==> src/rtl/ex_mem_pipeline_reg_if.sv <==
// EX/MEM boundary bundle: EX-side payload, stage controls and the registered MEM-side view.
// master drives the EX side; slave is the pipeline register itself.
interface ex_mem_pipeline_reg_if #(
    parameter int CNT_W = 16
);
    logic             Stall_MEM;
    logic             Flush_MEM;
    logic [31:0]      ALU_Result_EX;
    logic             Zero_EX;
    logic [31:0]      Write_Data_EX;
    logic [4:0]       Write_Register_EX;
    logic [31:0]      Branch_Target_EX;
    logic             RegWrite_EX;
    logic             MemtoReg_EX;
    logic             MemRead_EX;
    logic             MemWrite_EX;
    logic             Branch_EX;

    logic [31:0]      ALU_Result_MEM;
    logic             Zero_MEM;
    logic [31:0]      Write_Data_MEM;
    logic [4:0]       Write_Register_MEM;
    logic [31:0]      Branch_Target_MEM;
    logic             RegWrite_MEM;
    logic             MemtoReg_MEM;
    logic             MemRead_MEM;
    logic             MemWrite_MEM;
    logic             Branch_MEM;
    logic             Valid_MEM;
    logic             PCSrc_MEM;
    logic [CNT_W-1:0] Taken_Count;
    logic [CNT_W-1:0] Bubble_Count;

    modport master (
        output Stall_MEM, Flush_MEM, ALU_Result_EX, Zero_EX, Write_Data_EX,
               Write_Register_EX, Branch_Target_EX, RegWrite_EX, MemtoReg_EX,
               MemRead_EX, MemWrite_EX, Branch_EX,
        input  ALU_Result_MEM, Zero_MEM, Write_Data_MEM, Write_Register_MEM,
               Branch_Target_MEM, RegWrite_MEM, MemtoReg_MEM, MemRead_MEM,
               MemWrite_MEM, Branch_MEM, Valid_MEM, PCSrc_MEM, Taken_Count,
               Bubble_Count
    );

    modport slave (
        input  Stall_MEM, Flush_MEM, ALU_Result_EX, Zero_EX, Write_Data_EX,
               Write_Register_EX, Branch_Target_EX, RegWrite_EX, MemtoReg_EX,
               MemRead_EX, MemWrite_EX, Branch_EX,
        output ALU_Result_MEM, Zero_MEM, Write_Data_MEM, Write_Register_MEM,
               Branch_Target_MEM, RegWrite_MEM, MemtoReg_MEM, MemRead_MEM,
               MemWrite_MEM, Branch_MEM, Valid_MEM, PCSrc_MEM, Taken_Count,
               Bubble_Count
    );
endinterface

==> src/rtl/ex_mem_pipeline_reg.sv <==
// EX/MEM pipeline register with stall/flush, branch resolution in MEM and
// saturating taken-branch / bubble counters.
module ex_mem_pipeline_reg #(
    parameter int CNT_W = 16
) (
    input logic                  Clk,
    input logic                  Reset,
    ex_mem_pipeline_reg_if.slave ex_mem
);
    typedef struct packed {
        logic [31:0] alu_result;
        logic        zero;
        logic [31:0] write_data;
        logic [4:0]  write_reg;
        logic [31:0] branch_target;
        logic        reg_write;
        logic        memto_reg;
        logic        mem_read;
        logic        mem_write;
        logic        branch;
        logic        valid;
    } stage_t;

    stage_t           stage_q, stage_d;
    logic [CNT_W-1:0] taken_cnt_q, taken_cnt_d;
    logic [CNT_W-1:0] bubble_cnt_q, bubble_cnt_d;
    logic             pcsrc;

    // Branch decision uses registered state only, so nothing from EX leaks through.
    assign pcsrc = stage_q.branch & stage_q.zero & stage_q.valid;

    always_comb begin
        stage_d      = stage_q;
        taken_cnt_d  = taken_cnt_q;
        bubble_cnt_d = bubble_cnt_q;
        if (ex_mem.Flush_MEM) begin
            stage_d = '0;
            if (bubble_cnt_q != '1) bubble_cnt_d = bubble_cnt_q + 1'b1;
        end else if (!ex_mem.Stall_MEM) begin
            stage_d.alu_result    = ex_mem.ALU_Result_EX;
            stage_d.zero          = ex_mem.Zero_EX;
            stage_d.write_data    = ex_mem.Write_Data_EX;
            stage_d.write_reg     = ex_mem.Write_Register_EX;
            stage_d.branch_target = ex_mem.Branch_Target_EX;
            stage_d.reg_write     = ex_mem.RegWrite_EX & (ex_mem.Write_Register_EX != 5'd0);
            stage_d.memto_reg     = ex_mem.MemtoReg_EX;
            stage_d.mem_read      = ex_mem.MemRead_EX;
            stage_d.mem_write     = ex_mem.MemWrite_EX;
            stage_d.branch        = ex_mem.Branch_EX;
            stage_d.valid         = 1'b1;
        end
        // A stalled taken branch is counted once, on the edge it leaves the stage.
        if (pcsrc && !ex_mem.Stall_MEM && taken_cnt_q != '1)
            taken_cnt_d = taken_cnt_q + 1'b1;
    end

    always_ff @(posedge Clk or posedge Reset) begin
        if (Reset) begin
            stage_q      <= '0;
            taken_cnt_q  <= '0;
            bubble_cnt_q <= '0;
        end else begin
            stage_q      <= stage_d;
            taken_cnt_q  <= taken_cnt_d;
            bubble_cnt_q <= bubble_cnt_d;
        end
    end

    assign ex_mem.ALU_Result_MEM     = stage_q.alu_result;
    assign ex_mem.Zero_MEM           = stage_q.zero;
    assign ex_mem.Write_Data_MEM     = stage_q.write_data;
    assign ex_mem.Write_Register_MEM = stage_q.write_reg;
    assign ex_mem.Branch_Target_MEM  = stage_q.branch_target;
    assign ex_mem.RegWrite_MEM       = stage_q.reg_write;
    assign ex_mem.MemtoReg_MEM       = stage_q.memto_reg;
    assign ex_mem.MemRead_MEM        = stage_q.mem_read;
    assign ex_mem.MemWrite_MEM       = stage_q.mem_write;
    assign ex_mem.Branch_MEM         = stage_q.branch;
    assign ex_mem.Valid_MEM          = stage_q.valid;
    assign ex_mem.PCSrc_MEM          = pcsrc;
    assign ex_mem.Taken_Count        = taken_cnt_q;
    assign ex_mem.Bubble_Count       = bubble_cnt_q;
endmodule

==> src/flat_wrapper.sv <==
// flat-port wrapper written by rule: the top's interface ports become plain ports
module ex_mem_pipeline_reg_flat 
#(
    parameter int CNT_W = 16
)
  (Clk, Reset, ex_mem_Stall_MEM, ex_mem_Flush_MEM, ex_mem_ALU_Result_EX, ex_mem_Zero_EX, ex_mem_Write_Data_EX, ex_mem_Write_Register_EX, ex_mem_Branch_Target_EX, ex_mem_RegWrite_EX, ex_mem_MemtoReg_EX, ex_mem_MemRead_EX, ex_mem_MemWrite_EX, ex_mem_Branch_EX, ex_mem_ALU_Result_MEM, ex_mem_Zero_MEM, ex_mem_Write_Data_MEM, ex_mem_Write_Register_MEM, ex_mem_Branch_Target_MEM, ex_mem_RegWrite_MEM, ex_mem_MemtoReg_MEM, ex_mem_MemRead_MEM, ex_mem_MemWrite_MEM, ex_mem_Branch_MEM, ex_mem_Valid_MEM, ex_mem_PCSrc_MEM, ex_mem_Taken_Count, ex_mem_Bubble_Count);
  ex_mem_pipeline_reg_if #(.CNT_W(CNT_W)) ex_mem_i ();
  input logic Clk;
  input logic Reset;
  input wire logic [$bits(ex_mem_i.Stall_MEM)-1:0] ex_mem_Stall_MEM;
  input wire logic [$bits(ex_mem_i.Flush_MEM)-1:0] ex_mem_Flush_MEM;
  input wire logic [$bits(ex_mem_i.ALU_Result_EX)-1:0] ex_mem_ALU_Result_EX;
  input wire logic [$bits(ex_mem_i.Zero_EX)-1:0] ex_mem_Zero_EX;
  input wire logic [$bits(ex_mem_i.Write_Data_EX)-1:0] ex_mem_Write_Data_EX;
  input wire logic [$bits(ex_mem_i.Write_Register_EX)-1:0] ex_mem_Write_Register_EX;
  input wire logic [$bits(ex_mem_i.Branch_Target_EX)-1:0] ex_mem_Branch_Target_EX;
  input wire logic [$bits(ex_mem_i.RegWrite_EX)-1:0] ex_mem_RegWrite_EX;
  input wire logic [$bits(ex_mem_i.MemtoReg_EX)-1:0] ex_mem_MemtoReg_EX;
  input wire logic [$bits(ex_mem_i.MemRead_EX)-1:0] ex_mem_MemRead_EX;
  input wire logic [$bits(ex_mem_i.MemWrite_EX)-1:0] ex_mem_MemWrite_EX;
  input wire logic [$bits(ex_mem_i.Branch_EX)-1:0] ex_mem_Branch_EX;
  output wire logic [$bits(ex_mem_i.ALU_Result_MEM)-1:0] ex_mem_ALU_Result_MEM;
  output wire logic [$bits(ex_mem_i.Zero_MEM)-1:0] ex_mem_Zero_MEM;
  output wire logic [$bits(ex_mem_i.Write_Data_MEM)-1:0] ex_mem_Write_Data_MEM;
  output wire logic [$bits(ex_mem_i.Write_Register_MEM)-1:0] ex_mem_Write_Register_MEM;
  output wire logic [$bits(ex_mem_i.Branch_Target_MEM)-1:0] ex_mem_Branch_Target_MEM;
  output wire logic [$bits(ex_mem_i.RegWrite_MEM)-1:0] ex_mem_RegWrite_MEM;
  output wire logic [$bits(ex_mem_i.MemtoReg_MEM)-1:0] ex_mem_MemtoReg_MEM;
  output wire logic [$bits(ex_mem_i.MemRead_MEM)-1:0] ex_mem_MemRead_MEM;
  output wire logic [$bits(ex_mem_i.MemWrite_MEM)-1:0] ex_mem_MemWrite_MEM;
  output wire logic [$bits(ex_mem_i.Branch_MEM)-1:0] ex_mem_Branch_MEM;
  output wire logic [$bits(ex_mem_i.Valid_MEM)-1:0] ex_mem_Valid_MEM;
  output wire logic [$bits(ex_mem_i.PCSrc_MEM)-1:0] ex_mem_PCSrc_MEM;
  output wire logic [$bits(ex_mem_i.Taken_Count)-1:0] ex_mem_Taken_Count;
  output wire logic [$bits(ex_mem_i.Bubble_Count)-1:0] ex_mem_Bubble_Count;
  assign ex_mem_i.Stall_MEM = ex_mem_Stall_MEM;
  assign ex_mem_i.Flush_MEM = ex_mem_Flush_MEM;
  assign ex_mem_i.ALU_Result_EX = ex_mem_ALU_Result_EX;
  assign ex_mem_i.Zero_EX = ex_mem_Zero_EX;
  assign ex_mem_i.Write_Data_EX = ex_mem_Write_Data_EX;
  assign ex_mem_i.Write_Register_EX = ex_mem_Write_Register_EX;
  assign ex_mem_i.Branch_Target_EX = ex_mem_Branch_Target_EX;
  assign ex_mem_i.RegWrite_EX = ex_mem_RegWrite_EX;
  assign ex_mem_i.MemtoReg_EX = ex_mem_MemtoReg_EX;
  assign ex_mem_i.MemRead_EX = ex_mem_MemRead_EX;
  assign ex_mem_i.MemWrite_EX = ex_mem_MemWrite_EX;
  assign ex_mem_i.Branch_EX = ex_mem_Branch_EX;
  assign ex_mem_ALU_Result_MEM = ex_mem_i.ALU_Result_MEM;
  assign ex_mem_Zero_MEM = ex_mem_i.Zero_MEM;
  assign ex_mem_Write_Data_MEM = ex_mem_i.Write_Data_MEM;
  assign ex_mem_Write_Register_MEM = ex_mem_i.Write_Register_MEM;
  assign ex_mem_Branch_Target_MEM = ex_mem_i.Branch_Target_MEM;
  assign ex_mem_RegWrite_MEM = ex_mem_i.RegWrite_MEM;
  assign ex_mem_MemtoReg_MEM = ex_mem_i.MemtoReg_MEM;
  assign ex_mem_MemRead_MEM = ex_mem_i.MemRead_MEM;
  assign ex_mem_MemWrite_MEM = ex_mem_i.MemWrite_MEM;
  assign ex_mem_Branch_MEM = ex_mem_i.Branch_MEM;
  assign ex_mem_Valid_MEM = ex_mem_i.Valid_MEM;
  assign ex_mem_PCSrc_MEM = ex_mem_i.PCSrc_MEM;
  assign ex_mem_Taken_Count = ex_mem_i.Taken_Count;
  assign ex_mem_Bubble_Count = ex_mem_i.Bubble_Count;
  ex_mem_pipeline_reg #(.CNT_W(CNT_W)) u_core (.Clk(Clk), .Reset(Reset), .ex_mem(ex_mem_i));
endmodule
==> config.mk <==
export PLATFORM = sky130hd
export DESIGN_NAME = ex_mem_pipeline_reg_flat
export DESIGN_NICKNAME = d
export VERILOG_FILES = /design/src/rtl/ex_mem_pipeline_reg_if.sv /design/src/rtl/ex_mem_pipeline_reg.sv /design/src/flat_wrapper.sv
export SDC_FILE = /design/constraint.sdc
export NUM_CORES = 1
export LEC_CHECK = 0
export BUFFER_PORTS_ARGS = -buffer_cell sky130_fd_sc_hd__buf_4
export CAP_MARGIN = 20
export CORE_AREA = 10 10 117 119
export CTS_BUF_LIST = sky130_fd_sc_hd__clkbuf_4 sky130_fd_sc_hd__clkbuf_8
export DETAILED_ROUTE_END_ITERATION = 16
export DIE_AREA = 0 0 127 129
export PLACE_DENSITY_LB_ADDON = 0.08
export SETUP_SLACK_MARGIN = 0.05
export SLEW_MARGIN = 20
export SYNTH_ARGS = -nofsm -noshare
export SYNTH_HDL_FRONTEND = slang
export SYNTH_SLANG_ARGS = --single-unit
==> constraint.sdc <==
create_clock -name Clk -period 8.1 [get_ports Clk]
set_clock_uncertainty 0.2 [all_clocks]
set_input_delay 1.62 -clock Clk [delete_from_list [all_inputs] [get_ports Clk]]
set_output_delay 1.62 -clock Clk [all_outputs]
set_load 0.05 [all_outputs]
==> out/metrics.cfg, run 1 <==
[setup_path]
critPathTopFamily = simple AND/OR/NAND/NOR gates
crit_end = u_core.ex_mem.Bubble_Count[11]
max_stage_delay_ns = 0.60
startpoint_type = primary input
worst-path-stages = 5
r2r_slack_ns = 5.96
cp_max_fo = 112
crit_start = ex_mem_Flush_MEM
path_cells = buf_6, nand4_1, or4_1, a31oi_1, mux2i_1
cp_slowest_cell = or4_1
r2r_cells = 4
timing.rr.start = u_core.ex_mem.Bubble_Count[12]
end_kind = flop
crit_required_ns = 8.23
critPathKind = primary input to flop
worst-path-buf-inv = 1
critPathArrivalTime_ns = 3.37
regToRegEndpoint = u_core.ex_mem.Bubble_Count[1]

[sta]
setup_violations = 0
whs_ns = 0.300
hold_viol = 0
drv_slew = 0
rsz0062_at_grt = no
finalSetupTns_ns = 0
tightest_slew_ns = 0.941
max_freq_mhz = 308
slew_headroom_pct = 37.2
fin_crit_ns = 3.25
min_period_over_period_pct = 40.1

[synth]
synth.mux.area_fraction_pct = 18.9
yosys-top-cells-area = dfrtp_1 59%, mux2i_1 18%, nor2_1 7.3%, xnor2_1 1.8%, xor2_1 1.5%
synth-edff-count = 0
synth.most_common_cell = dfrtp_1
synth_seq_cells = 140
synthTopCellsByCount = 140 x dfrtp_1, 115 x nor2_1, 108 x mux2i_1, 12 x nand4_1, 12 x xnor2_1
synth_cells = 499
synthAdderAreaFrac_pct = 0.424
ys.flop_type = dfrtp_1
synth.top_cell.area_share_pct = 59.4
yosysSeqAreaShare_pct = 59.4
synth_area_mm2 = 0.00590
synth_simple_gate_area_share_pct = 14.3
yosysWarnings = 0
yosys.area_share.xor_xnor_pct = 3.27
synth.distinct_cells = 37
synth-compound-area-share_pct = 1.42
synth_top_area_cell = dfrtp_1
syn-num-nets = 612
synth_top_family_by_area = multiplexers
syn_avg_cell_area_um2 = 11.8
synthArstFlopShare_pct = 100

[grt]
grt_pass1_vias = 4826
grt_pass1_wl_mm = 26.4
antenna_found_initial = 0
track_usage_pct = 20.4
grt_remaining_overflow = 0
grt_max_degree = 113

[cells_and_area]
seqCellArea_mm2 = 0.00350
layout-drive-gt1-share_pct = 38.6
multi_input_area_mm2 = 0.00226
n_antenna_cell = 0
syn_to_final_growth_pct = 40.5
fillers = 823
nets = 859
utilization_pct = 73.2

[floorplan]
floorplan.initialDensity_pct = 52.1
rows = 39
core_mm2 = 0.0113
io-pin-count = 252
die_w_um = 127
dieArea_mm2 = 0.0164
die_h_um = 129

[hold_path]
min_path_type = flop to flop
min_from = u_core.ex_mem.Bubble_Count[5]

[clocking]
htree_levels = 4
cts_setup_buffers = 0
clockBufferDepth = 2
cts_num_sinks = 140
ctsHoldBuffers = 0
cts_buffers = 17
cts_resized = 0
path_clk_slew_ns = 0.07
clk_latency_ns = 0.45
cts_tree = done
cts-root-buf = clkbuf_8

[routing]
avgViaCountPerCell = 5.17
drt_iter0_drc = 345
vias = 4663
ant_nets = 0
drc_errors = 0
route.detailed.wl_per_inst_um = 19.0
first_pass_iters = 5
wl_mm = 17.1

[power]
vdd_ir_drop_max_v = 0.000211
internal_power_mw = 1.22
pwr-share-seq_pct = 44.1
power_leakage_nw = 4.49
p_switching_uw = 579
clockPowerShare_pct = 32.2
fin_total_pwr_mw = 1.80
netSwitchingFraction_pct = 32.2
power_frac_comb_pct = 23.8
p_per_area_mw_per_mm2 = 217

[placed_design]
dp_hpwl_mm = 12.7
io_buffers = 251
place_congestion = 0.851

[status]
status = complete, no violations

[flow_run]
max_cap_viol_count = 0

-- flip-flops by register name, indices dropped and copies added (netlist names) --
signal and count:
u_core.ex_mem.RegWrite_MEM 1, u_core.ex_mem.Branch_Target_MEM 32, u_core.ex_mem.MemRead_MEM 1, u_core.ex_mem.Branch_MEM 1, u_core.ex_mem.MemWrite_MEM 1, u_core.ex_mem.Write_Data_MEM 32, u_core.ex_mem.ALU_Result_MEM 32, u_core.ex_mem.Taken_Count 16
u_core.ex_mem.Write_Register_MEM 5, u_core.ex_mem.Zero_MEM 1, u_core.ex_mem.Valid_MEM 1, u_core.ex_mem.Bubble_Count 16, u_core.ex_mem.MemtoReg_MEM 1
-- cell type report --
class                   instances  share of cell area (%)
repair buffers                253                    23.0
multi-input cells             329                    27.3
clock buffers                  26                    4.02
clock inverters                 6                   0.996
flip-flops and latches        140                    42.3
well taps                     143                    2.16
inverters                       5                   0.287
-- routing by layer --
metal  wire length [um]  track usage (%)
met3               1660             9.49
met2               8530             32.8
met1               6590             23.4
met4                338             7.50
met5                  0                0
-- worst register-to-register path, stage by stage, from the launching register on --
cell     delay, ns
dfrtp_1       0.48
nand4_1       0.28
or4_4         0.60
nand2_1       0.13
mux2_1        0.34
-- per-stage QoR --
stage               std cells  worst slack (ns)  instance area, um^2
floorplan                 499              2.53                 5900
global placement          870              4.15                 7870
detailed placement        870              4.09                 7870
CTS                       902              4.59                 8290
global route              902              4.69                 8290
finish                    902              4.85                 8290
-- kinds of logic (layout without fill, tap and decap cells) --
family	Yosys count	after routing
xor gates and xnor gates	22	22
and+or+nand+nor	180	180
buffers and inverters	30	290
muxes	111	111
adders and majority gates	2	2
DFF	140	140
AOI/OAI and AO/OA	14	14
-- cell usage in the layout (no fill, tap or decap), drive strengths merged, types with 3 or more instances in the layout --
master,instances
mux2i,108
xor2,10
nor3,7
dfrtp,140
a21oi,6
nand4,14
inv,5
nor4,3
buf,253
and3,7
mux2,3
nor2,115
clkbuf,26
nand2,11
xnor2,12
clkinv,3
nand3,9
or4,4
a31oi,3
-- how the worst min path moves through the flow --
stage / endpoint / slack (ns) / depth (start not counted)
after floorplan: u_core.ex_mem.RegWrite_MEM / 0.57 / 2
final: u_core.ex_mem.Bubble_Count[5] / 0.30 / 1
after global routing: u_core.ex_mem.Bubble_Count[5] / 0.33 / 1
after CTS: u_core.ex_mem.Bubble_Count[5] / 0.30 / 1
after global placement: u_core.ex_mem.Taken_Count[15] / 0.29 / 1
after detailed placement: u_core.ex_mem.Bubble_Count[5] / 0.29 / 1
-- power by group through the flow --
stage               Clock (mW)  Combinational [mW]  Sequential, mW
floorplan                    0               0.104           0.971
global placement             0               0.425           0.803
detailed placement           0               0.432           0.805
CTS                      0.590               0.433           0.792
global route             0.620               0.455           0.799
finish                   0.579               0.427           0.793
No activity file was read; power rests on OpenSTA's default activity.
==> run 2, diff against run 1 <==
ABC_AREA = 1   (was not set)
CORE_AREA = 10 10 129 131   (was 10 10 117 119)
DIE_AREA = 0 0 139 141   (was 0 0 127 129)
clock period = 2.6 ns   (was 8.1 ns; I/O delays follow)
==> run 2 against run 1 <==
Critical path depth grew 2. Register-to-register slack lost 5.3 ns. Largest power group unchanged. Synthesized cell count grew 53%. Die area grew 20%. Highest routed layer unchanged. Critical endpoint is now u_core.ex_mem.Bubble_Count[9]. Sequential power grew to 3.1 times the previous value. Setup slack lost 4.2 ns.
==> out/metrics.cfg, run 2 <==
[setup_path]
critPathKind = flop to flop
critPathArrivalTime_ns = 2.10
r2r_cells = 7
cp_common_cell = nand2_1
startpoint_type = flop
max_stage_delay_ns = 0.47
crit_required_ns = 2.73
critPathTopFamily = flip-flops
path_cells = ha_1, inv_2, nor2_4, nand2_2, o21a_1, nand2_1, nand2_1
end_kind = flop
cp_max_fo = 11
worst-path-stages = 7
r2r_slack_ns = 0.63
worst-path-buf-inv = 1
cp_slowest_cell = dfrtp_1

[cells_and_area]
finish.instance_area_mm2 = 0.00868
n_antenna_cell = 0
fillers = 1342
nets = 1113
layout-drive-gt1-share_pct = 30.5
layout_commonest_cell = nand2_1
seqCellArea_mm2 = 0.00350
multi_input_area_mm2 = 0.00240
utilization_pct = 61.1
syn_to_final_growth_pct = 39.2
final_cell_mix = 329 x nand2_1, 252 x buf_4, 140 x dfrtp_1

[power]
vdd_ir_drop_max_v = 0.000382
power_leakage_nw = 4.82
p_per_area_mw_per_mm2 = 615

[routing]
avgViaCountPerCell = 4.86
route.detailed.wl_per_inst_um = 16.4
drt_iter0_drc = 342
wl_mm = 19.6
first_pass_iters = 7
drc_errors = 0
vias = 5817
ant_nets = 0

[placed_design]
dp_worst_setup_slack_ns = 0.639
dp_hpwl_mm = 14.0
place_congestion = 0.884
io_buffers = 251
placed_area_mm2 = 0.00828

[floorplan]
core_mm2 = 0.0142
die_w_um = 139
rows = 44
die_h_um = 141
floorplan.initialDensity_pct = 43.9
dieArea_mm2 = 0.0196
io-pin-count = 252

[synth]
ys.flop_type = dfrtp_1
syn_avg_cell_area_um2 = 8.19
yosysSeqAreaShare_pct = 56.2
synth.distinct_cells = 24
synth_top_area_cell = dfrtp_1
synth-edff-count = 0
synth.most_common_cell = nand2_1
synth.top_cell.area_share_pct = 56.2
synthTopCellsByCount = 329 x nand2_1, 140 x dfrtp_1, 127 x nand3_1, 36 x inv_1, 32 x nor2_1
synth_area_mm2 = 0.00623
synthArstFlopShare_pct = 100
syn-num-nets = 874
yosys-top-cells-area = dfrtp_1 56%, nand2_1 20%, nand3_1 10%, inv_1 2.2%, nor2_1 1.9%
synth_seq_cells = 140
synth_cells = 761
yosysWarnings = 0

[grt]
grt_remaining_overflow = 0
antenna_found_initial = 0
grt_pass1_vias = 5718
grt_max_degree = 116
grt_pass1_wl_mm = 30.7
track_usage_pct = 19.3

[sta]
whs_ns = 0.0565
hold_viol = 0
max_freq_mhz = 507
slew_headroom_pct = 59.4
min_period_over_period_pct = 75.8
fin_crit_ns = 1.97
setup_violations = 0
rsz0062_at_grt = no
tightest_slew_ns = 0.608
finalSetupTns_ns = 0
drv_slew = 0
fin_ws_ns = 0.628

[clocking]
cts-root-buf = clkbuf_8
path_clk_slew_ns = 0.08
cts_num_sinks = 140
htree_levels = 4
cts_tree = done
clockBufferDepth = 2
clk_latency_ns = 0.45
cts_setup_buffers = 0
cts_buffers = 17
cts_resized = 0

[status]
status = complete, no violations

[hold_path]
min_path_type = primary input to flop
holdPathStages = 3

[flow_run]
max_cap_viol_count = 0

## run 2: changes by cell type after synthesis, moves of 5 or more
cell	change
and3_1	-7
nor2_2	+6
nand3_1	+118
nor2_1	-83
buf_2	+5
mux2i_1	-108
nor3_1	-6
nand2_1	+318
inv_1	+31
a21oi_1	-6
xor2_1	-6
inv_2	+5
## run 2: cell type report
cell class,count,share of cell area (%)
inverter,41,1.82
multi-input combinational,542,27.6
sequential,140,40.4
timing repair buffer,258,23.1
clock inverter,10,1.04
clock buffer,22,3.42
tap,184,2.65
## run 2: path summary, 6_finish.rpt
check,endpoint,startpoint
max in group asynchronous,u_core.ex_mem.Branch_Target_MEM[1],Reset
worst min-delay path,u_core.ex_mem.Branch_Target_MEM[26],ex_mem_Branch_Target_EX[26]
worst max register to register,u_core.ex_mem.Bubble_Count[9],u_core.ex_mem.Bubble_Count[0]
min in group asynchronous,u_core.ex_mem.ALU_Result_MEM[9],Reset
worst min register to register,u_core.ex_mem.Write_Data_MEM[16],u_core.ex_mem.Write_Data_MEM[16]
worst max-delay path,u_core.ex_mem.Bubble_Count[9],u_core.ex_mem.Bubble_Count[0]
## run 2: cells by family after synthesis
kind of cell | after synthesis | synth area share (%)
buffers and inverters | 79 | 5.44
AOI/OAI and AO/OA | 11 | 0.923
xor gates and xnor gates | 13 | 1.83
adders and majority gates | 2 | 0.401
and+or+nand+nor | 516 | 35.2
DFF | 140 | 56.2
## run 2: metal layers
metal | share of wire [%] | vias up | GRT usage [%]
li1 | - | 2877 | -
met1 | 38 | 2710 | 21.6
met2 | 50 | 199 | 31.7
met3 | 9.9 | 31 | 9.64
met4 | 2.0 | 0 | 6.04
met5 | 0 | - | 0
## run 2: stage by stage
step,instances,power [mW]
finish,1197,5.33
global route,1197,5.56
CTS,1197,5.40
detailed placement,1164,3.68
global placement,1164,3.67
floorplan,761,3.20
## run 2: worst register-to-register path, delay by kind of cell, from the launching register on
family,cells,cell delay (ns)
flops,1,0.47
simple gates,4,0.42
compound gates,1,0.34
fa+ha+maj,1,0.33
buf+inv,1,0.09
## run 2: power breakdown
| part | internal [mW] | switching [mW] | leakage, nW |
|---|---|---|---|
| Clock | 0.862 | 0.848 | 0.182 |
| Sequential | 2.31 | 0.116 | 1.86 |
| Combinational | 0.380 | 0.820 | 2.78 |
| Total | 3.55 | 1.78 | 4.82 |
## run 2: timing repair
action,CTS,global route
hold endpoints to repair,25,0
endpoints found under the setup margin,0,0
hold buffers,1,0
==> run 3, diff against run 2 <==
ABC_AREA = 0   (was 1)
CORE_AREA = 10 10 126 128   (was 10 10 129 131)
DIE_AREA = 0 0 136 138   (was 0 0 139 141)
clock period = 1.8 ns   (was 2.6 ns; I/O delays follow)
==> run 3 against run 2 <==
The flow now finishes with violations (negative setup slack). Sequential cell count did not move. Critical path type unchanged. Highest routed layer unchanged. Largest cell class is now buffers. Critical path depth fell by 2. Non-clock buffer count rose by 167. First-iteration DRC count fell by 9.9%.
==> out/metrics.cfg, run 3 (synthesis gave the netlist of run 1 again) <==
[hold_path]
min_path_type = primary input to flop

[sta]
fin_ws_ns = -0.0918
finalSetupTns_ns = -0.243
tightest_slew_ns = 0.800
setup_violations = 5
slew_headroom_pct = 46.7
max_freq_mhz = 529
drv_slew = 0
hold_viol = 0
whs_ns = 0.192
min_period_over_period_pct = 105
fin_crit_ns = 1.89
rsz0062_at_grt = yes

[setup_path]
crit_end = u_core.ex_mem.Bubble_Count[1]
timing.rr.start = u_core.ex_mem.Bubble_Count[0]
r2r_slack_ns = -0.09
end_kind = flop
regToRegEndpoint = u_core.ex_mem.Bubble_Count[1]
r2r_cells = 5
startpoint_type = flop
critPathKind = flop to flop
crit_start = u_core.ex_mem.Bubble_Count[0]
critPathArrivalTime_ns = 2.01
crit_required_ns = 1.92
cp_max_fo = 2

[power]
fin_total_pwr_mw = 8.65
p_per_area_mw_per_mm2 = 840
power_leakage_nw = 5.43
vdd_ir_drop_max_v = 0.00109

[grt]
grt_pass1_vias = 5903
grt_remaining_overflow = 0
antenna_found_initial = 1
grt_max_degree = 82
track_usage_pct = 20.9
grt_pass1_wl_mm = 31.4

[flow_run]
max_cap_viol_count = 0

[routing]
first_pass_iters = 4
route.detailed.wl_per_inst_um = 18.6
avgViaCountPerCell = 4.98
ant_nets = 0
drc_errors = 0
vias = 5531
drt_iter0_drc = 308
wl_mm = 20.7

[placed_design]
dp_hpwl_mm = 13.3
io_buffers = 251
dp_cells = 952
placed_area_mm2 = 0.00830
place_congestion = 0.889

[clocking]
htree_levels = 4
cts_num_sinks = 140
clk_latency_ns = 0.43
cts_tree = done
cts-root-buf = clkbuf_8
clockBufferDepth = 2
path_clk_slew_ns = 0.07
cts_buffers = 17

[cells_and_area]
layout_commonest_cell = buf_4
multi_input_area_mm2 = 0.00243
nets = 1031
final_cell_mix = 268 x buf_4, 139 x dfrtp_1, 111 x nor2_1
finish.instance_area_mm2 = 0.0103
layout-drive-gt1-share_pct = 41.6
seqCellArea_mm2 = 0.00350
syn_to_final_growth_pct = 74.5
fillers = 835
final_cell_count_no_fill = 1111

[status]
violations = negative setup slack
status = finished with violations

[floorplan]
rows = 43
die_w_um = 136
die_h_um = 138
floorplan.initialDensity_pct = 43.7
io-pin-count = 252
core_mm2 = 0.0135
dieArea_mm2 = 0.0188

## run 3: power by group
| part | switching, mW | leakage, nW | total (mW) | internal (mW) |
|---|---|---|---|---|
| Clock | 1.12 | 0.210 | 2.51 | 1.39 |
| Sequential | 0.142 | 1.86 | 3.51 | 3.37 |
| Combinational | 1.52 | 3.36 | 2.63 | 1.11 |
## run 3: worst max-delay path: stages (launching register included)
cell and delay (ns):
dfrtp_1 0.36, ha_2 0.19, nand4_1 0.15, or4_4 0.47
nand2_4 0.10, mux2_4 0.30
## run 3: per-stage QoR
| step | worst slack [ns] | util, % |
|---|---|---|
| final | -0.0918 | 76.2 |
| after global routing | -0.168 | 76.2 |
| after CTS | -0.0351 | 73.4 |
| after detailed placement | -0.0294 | 61.5 |
| after global placement | -0.0132 | 61.5 |
| after floorplan | -0.532 | - |
## run 3: layout make-up
cell class,instances,share of cell area (%)
multi-input combinational,329,23.6
tap,180,2.19
antenna,2,0.0486
clock inverter,8,0.875
clock buffer,22,2.94
inverter,5,0.219
sequential,140,34.0
timing repair buffer,425,36.1
## run 3: worst min path at each step
stage / to / slack (ns) / cells after the start / from
floorplan: u_core.ex_mem.ALU_Result_MEM[0] / 0.31 / 2 / ex_mem_ALU_Result_EX[0]
global placement: u_core.ex_mem.Branch_Target_MEM[3] / 0.20 / 2 / Reset
detailed placement: u_core.ex_mem.Branch_Target_MEM[3] / 0.20 / 2 / Reset
CTS: u_core.ex_mem.Bubble_Count[11] / 0.16 / 4 / ex_mem_Flush_MEM
global route: u_core.ex_mem.Bubble_Count[11] / 0.18 / 4 / ex_mem_Flush_MEM
finish: u_core.ex_mem.Bubble_Count[11] / 0.19 / 4 / ex_mem_Flush_MEM
## run 3: what timing repair did
| item | in CTS | in global routing |
|---|---|---|
| hold endpoints to repair | 120 | 0 |
| endpoints found under the setup margin | 17 | 53 |
| setup buffers | 7 | 13 |
| pin swaps | 3 | 23 |
| hold buffers | 108 | 0 |
| resized for setup | 21 | 71 |
## run 3: routing by layer
| metal | up-vias | share of wire [%] | routed length [um] | global-route usage (%) |
|---|---|---|---|---|
| li1 | 2550 | - | - | - |
| met2 | 219 | 51 | 10600 | 34.3 |
| met1 | 2707 | 37 | 7740 | 23.7 |
| met3 | 55 | 7.6 | 1570 | 6.56 |
| met4 | 0 | 4.0 | 818 | 10.7 |
| met5 | - | 0 | 0 | 0 |
